[config.mk]
export PLATFORM = sky130hd
export DESIGN_NAME = apb_master
export DESIGN_NICKNAME = d
export VERILOG_FILES = /design/src/rtl/apb_master.sv
export SDC_FILE = /design/constraint.sdc
export NUM_CORES = 1
export LEC_CHECK = 0
export BUFFER_PORTS_ARGS = -buffer_cell sky130_fd_sc_hd__buf_2
export CORE_MARGIN = 10
export CORE_UTILIZATION = 50
export CTS_CLUSTER_SIZE = 25
export DETAILED_ROUTE_END_ITERATION = 12
export GPL_TIMING_DRIVEN = 0
export PLACE_DENSITY = 0.85
export SYNTH_ARGS = -nofsm -noshare
export SYNTH_HDL_FRONTEND = slang
export SYNTH_SLANG_ARGS = --single-unit
[constraint.sdc]
create_clock -name PCLK -period 6.7 [get_ports PCLK]
set_input_delay 1.34 -clock PCLK [delete_from_list [all_inputs] [get_ports PCLK]]
set_output_delay 1.34 -clock PCLK [all_outputs]
set_load 0.01 [all_outputs]
[src/rtl/apb_master.sv]
// rtl/apb_master.sv - APB requester: turns single-beat valid/ready commands into SETUP/ACCESS transfers.
// Returns read data or a timeout flag on a one-cycle response strobe.
module apb_master #(
    parameter int ADDR_WIDTH     = 8,
    parameter int DATA_WIDTH     = 32,
    parameter int TIMEOUT_CYCLES = 16
) (
    input  logic                  PCLK,
    input  logic                  PRESETn,
    input  logic                  cmd_valid,
    output logic                  cmd_ready,
    input  logic                  cmd_write,
    input  logic [ADDR_WIDTH-1:0] cmd_addr,
    input  logic [DATA_WIDTH-1:0] cmd_wdata,
    output logic                  rsp_valid,
    output logic [DATA_WIDTH-1:0] rsp_rdata,
    output logic                  rsp_timeout,
    output logic                  PSEL,
    output logic                  PENABLE,
    output logic                  PWRITE,
    output logic [ADDR_WIDTH-1:0] PADDR,
    output logic [DATA_WIDTH-1:0] PWDATA,
    input  logic [DATA_WIDTH-1:0] PRDATA,
    input  logic                  PREADY
);

    // A zero timeout still needs a 1-bit counter so the logic stays well formed.
    localparam int CW = (TIMEOUT_CYCLES > 0) ? $clog2(TIMEOUT_CYCLES + 1) : 1;
    localparam logic [CW-1:0] TO_LIMIT = CW'(TIMEOUT_CYCLES);
    localparam logic [CW-1:0] CNT_MAX  = {CW{1'b1}};

    typedef enum logic [1:0] {
        ST_IDLE   = 2'd0,
        ST_SETUP  = 2'd1,
        ST_ACCESS = 2'd2
    } state_t;

    state_t          r_state;
    state_t          w_state_next;
    logic [CW-1:0]   r_wait_cnt;
    logic [CW-1:0]   w_cnt_inc;
    logic            w_accept;
    logic            w_timeout_hit;
    logic            w_done;
    logic            w_abort;

    assign cmd_ready = (r_state == ST_IDLE);
    assign w_accept  = cmd_valid && cmd_ready;
    assign w_cnt_inc = r_wait_cnt + CW'(1);

    // PREADY on the limit edge wins over the timeout because it is checked first below.
    assign w_timeout_hit = (TIMEOUT_CYCLES != 0) && !PREADY && (w_cnt_inc == TO_LIMIT);

    always_comb begin
        w_state_next = r_state;
        w_done       = 1'b0;
        w_abort      = 1'b0;
        case (r_state)
            ST_IDLE: begin
                if (w_accept) begin
                    w_state_next = ST_SETUP;
                end
            end
            ST_SETUP: begin
                w_state_next = ST_ACCESS;
            end
            ST_ACCESS: begin
                if (PREADY) begin
                    w_state_next = ST_IDLE;
                    w_done       = 1'b1;
                end else if (w_timeout_hit) begin
                    w_state_next = ST_IDLE;
                    w_abort      = 1'b1;
                end
            end
            default: begin
                w_state_next = ST_IDLE;
            end
        endcase
    end

    always_ff @(posedge PCLK or negedge PRESETn) begin
        if (!PRESETn) begin
            r_state    <= ST_IDLE;
            r_wait_cnt <= '0;
        end else begin
            r_state <= w_state_next;
            if (r_state == ST_SETUP) begin
                r_wait_cnt <= '0;
            end else if (r_state == ST_ACCESS && !PREADY && r_wait_cnt != CNT_MAX) begin
                r_wait_cnt <= w_cnt_inc;
            end
        end
    end

    // Bus controls are registered copies of the next state so they line up with r_state.
    always_ff @(posedge PCLK or negedge PRESETn) begin
        if (!PRESETn) begin
            PSEL        <= 1'b0;
            PENABLE     <= 1'b0;
            PWRITE      <= 1'b0;
            PADDR       <= '0;
            PWDATA      <= '0;
            rsp_valid   <= 1'b0;
            rsp_rdata   <= '0;
            rsp_timeout <= 1'b0;
        end else begin
            PSEL        <= (w_state_next != ST_IDLE);
            PENABLE     <= (w_state_next == ST_ACCESS);
            rsp_valid   <= w_done || w_abort;
            rsp_timeout <= w_abort;
            if (w_accept) begin
                PWRITE <= cmd_write;
                PADDR  <= cmd_addr;
                PWDATA <= cmd_wdata;
            end
            if (w_done) begin
                rsp_rdata <= PWRITE ? '0 : PRDATA;
            end else if (w_abort) begin
                rsp_rdata <= '0;
            end
        end
    end

endmodule

==> run summary <==
The tools report the nature of the critical path endpoint as an output port. The number of nets handed over by synthesis was 303. Setup repair after global routing left no endpoint under its margin.

Sort of element at the start of the critical path: a register. Clock tree synthesis selected as its root buffer the cell sky130_fd_sc_hd__clkbuf_8. Adding up every negative setup slack in the final design gives 0 ns.

The worst-path cell with the longest stage delay was sky130_fd_sc_hd__dfrtp_1. Using the TritonRoute via totals, the vias-per-cell ratio works out to 5.27. The hold violation count in the final report was 0; the met2 routing resource usage after global routing was 24.4%.

The number of diodes is 0, and the number of clock sinks is 84. The setup clock skew after layout came out at 0.0109 ns. Relative to the synthesized area, the layout overhead comes to 33.5%. In this run the deepest clock path goes through 2 buffers. The library cell used most frequently in the layout, excluding fill and tap cells, is sky130_fd_sc_hd__buf_2. The tools report the leakage component of the power as 0.00220 uW. Among cell families on the critical path, the largest total delay comes from flip-flops.

The row count is 29. The region available for standard cell placement spans 0.00635 mm2. After detailed placement, the design holds a cell count of 454. For the number of antenna violations at the first check in global routing, the log shows 0. The startpoint identified for the worst hold timing path is PADDR[2]. The final core utilization is 69.1%, and the slew at the pin closest to its max-slew limit is 0.663 ns.

The overall die height was 101 um; the count of placed standard cells in the final layout, fillers left out was 470. Buffers placed on the I/O ports in this run total 153. The path class of the tightest hold or removal check is reg2reg. The number of global-route vias before repair was 2661. CTS built an H-tree with a depth of 3.

met2 is the most crowded layer. In this run the count of I/O pins placed on the die edge is 155. Counting I/O delays and the setup requirement, the final critical path takes 2.57 ns. The worst-case IR drop observed on VDD is 0.266 mV.

The first global-routing pass estimated 13.2 mm of wire. The design draws 2000 uW. The layout cell share with drive strength beyond 1 was 57.0%; the required arrival time at the worst endpoint was 5.36 ns. The tools report the count of synthesis-stage warnings from yosys as 0. The setup path with the least slack is of type reg2out. For met1 alone, demand over resource in global routing was 17.9%. The run finished with clean final reports. In the layout the commonest cells are sky130_fd_sc_hd__buf_2, sky130_fd_sc_hd__dfrtp_1, sky130_fd_sc_hd__mux2_2. Detailed placement ended at an HPWL of 6.80 mm. The total CTS buffers came out at 9. The post-synthesis sequential area ratio was 64.0%.

Final routed wirelength across all metal layers: 8.49 mm. The clock-pin slew reported for the worst setup and hold paths after clock tree synthesis is 0.07 ns, and the share of the clock period used by the worst path is 38.4%. Traced cell by cell, the critical path runs through buf_2 -> nor2_1 -> buf_2. Detail-routed net length per standard cell: 18.1 um.

Derived from the worst setup path, the maximum achievable clock frequency is 389 MHz. The number of gates given a new drive strength after cts came out at 0. Once detail routing completed, the nets flagged for antenna violations numbered 0. Setup violations remaining at the end of the flow were counted as 0. Maximum fanout count along the critical path: 10. The first detailed-routing pass took 4 iterations. The tools report the combined area of all synthesized cells as 0.00328 mm2.

After detailed routing, the number of remaining DRC violations is 0. Pin count of the biggest net entering global routing: 44. For this configuration, the core starts out at a cell density of 51.7%.

The logs give 55.7% for the max-slew headroom at the worst pin and 1.23 ns for the worst path arrival time. The number of max-slew violations in the final report is 0, and the DRC marker count from the first detailed-route iteration is 62. The tools report the start point of the critical path as r_state[1].

The worst stage delay on the critical path is 0.38 ns, and the die width is 101 um. After synthesis the netlist holds a flip-flop and latch count of 84. The gate count of the mapped netlist was 223. The run gives 0.0102 mm2 as the die area.

The startpoint of the worst register-to-register path was r_wait_cnt[0]. The run gives 0 as the total of hold buffers inserted after clock tree synthesis. The synthesized netlist contains 30 unique library cells. The power per cell area came out at 456 mW/mm2.

In the global route stage, met3 resource usage came out at 9.88%. Dividing the synthesized area by the synthesized cell count gives 14.7 um2. Worst hold slack across all endpoints: 0.506 ns. Max-cap violations in this run came to 0. Once the clock tree was built, the setup fixing pass inserted 0 buffers. Counting both buffers and inverters, the worst setup path holds a total of 2. TritonCTS built the clock tree.

The later pin in the worst-skew pair is clocked with a latency of 0.34 ns. For the overall track demand over capacity in global routing, the log shows 16.2%. The cell repeated most along the worst path was sky130_fd_sc_hd__buf_2. The run gives 0 as the overflow left after global routing.

The congestion estimate from routability-driven global placement came to 0.808. The detailed router placed 2477 vias in this run. After the last flow step, the layout net total stands at 468.
cell usage after synthesis (all sizes together):
master | instances | area, um2
a21oi | 1 | 5.00
dfrtp | 84 | 2100
mux2i | 1 | 10.0
o21ai | 4 | 20.0
nor4 | 1 | 6.26
inv | 1 | 3.75
and2 | 1 | 6.26
a31oi | 2 | 12.5
o21a | 1 | 7.51
a32o | 32 | 320
buf | 13 | 90.1
xnor2 | 2 | 17.5
clkbuf | 5 | 18.8
o31ai | 2 | 15.0
o22ai | 1 | 6.26
and3 | 1 | 6.26
mux2 | 41 | 462
and4b | 1 | 10.0
nand3 | 3 | 20.0
nand2 | 8 | 30.0
nor2 | 7 | 26.3
nor3 | 2 | 10.0
ha | 3 | 37.5
nand2b | 1 | 6.26
nor2b | 2 | 12.5
o32ai | 1 | 8.76
nor3b | 1 | 7.51
or3 | 1 | 6.26
where the power goes:
part / switching, uW / leakage (uW) / internal [uW]
sequential: 119 / 0.00104 / 732
clock: 173 / 0.000102 / 210
combinational: 382 / 0.00106 / 385
per-layer routing:
layer	up-vias	wire, um
met3	16	1290
met4	0	126
li1	1162	-
met5	-	0
met2	133	3900
met1	1166	3180
per-stage QoR:
stage	setup WS, ns	cell area, um2
6_report	4.13	4390
5_1_grt	4.02	4390
4_1_cts	4.09	4390
3_5_place_dp	3.91	4170
3_3_place_gp	3.68	4150
2_1_floorplan	4.30	3280
worst paths after layout:
kind	to	slack (ns)	depth (start not counted)
max	cmd_ready	4.13	3
min	PADDR[2]	0.51	1
max reg2reg	rsp_rdata[19]	4.40	8
min reg2reg	PADDR[2]	0.51	1
max in group asynchronous	r_state[0]	5.13	2
min in group asynchronous	rsp_rdata[31]	0.97	1
cell type report:
type                    count  area, um2
well taps                  77       96.3
plain buffers              18        109
multi-input cells         120       1070
repair buffers            154        788
clock inverters             6       88.8
inverters                   1       3.75
fillers                   472       1960
flip-flops and latches     84       2100
clock buffers              10        128
flip-flops by register name (all words and copies together) (netlist names):
| signal | cells |
|---|---|
| PWDATA | 32 |
| rsp_rdata | 32 |
| PADDR | 8 |
| r_wait_cnt | 5 |
| r_state | 2 |
| PENABLE | 1 |
| PSEL | 1 |
| PWRITE | 1 |
| rsp_timeout | 1 |
| rsp_valid | 1 |
kinds of logic after synthesis:
family / count (synthesis) / share of synthesized area (%)
buffers and inverters: 19 / 3.43
XOR/XNOR: 2 / 0.533
AO/OA/AOI/OAI: 44 / 12.0
multiplexers: 42 / 14.4
AND/OR/NAND/NOR: 29 / 4.50
flip-flops: 84 / 64.0
adder cells (fa/ha/maj): 3 / 1.14
worst register-to-register path, cell delays in order, from the launching register on:
cell                      delay (ns)
sky130_fd_sc_hd__dfrtp_1        0.45
sky130_fd_sc_hd__ha_1           0.28
sky130_fd_sc_hd__and3_1         0.16
sky130_fd_sc_hd__ha_1           0.28
sky130_fd_sc_hd__nand3_1        0.12
sky130_fd_sc_hd__or3_1          0.38
sky130_fd_sc_hd__buf_6          0.14
sky130_fd_sc_hd__buf_6          0.13
sky130_fd_sc_hd__a32o_1         0.25
No activity file was read; power rests on OpenSTA's default activity.
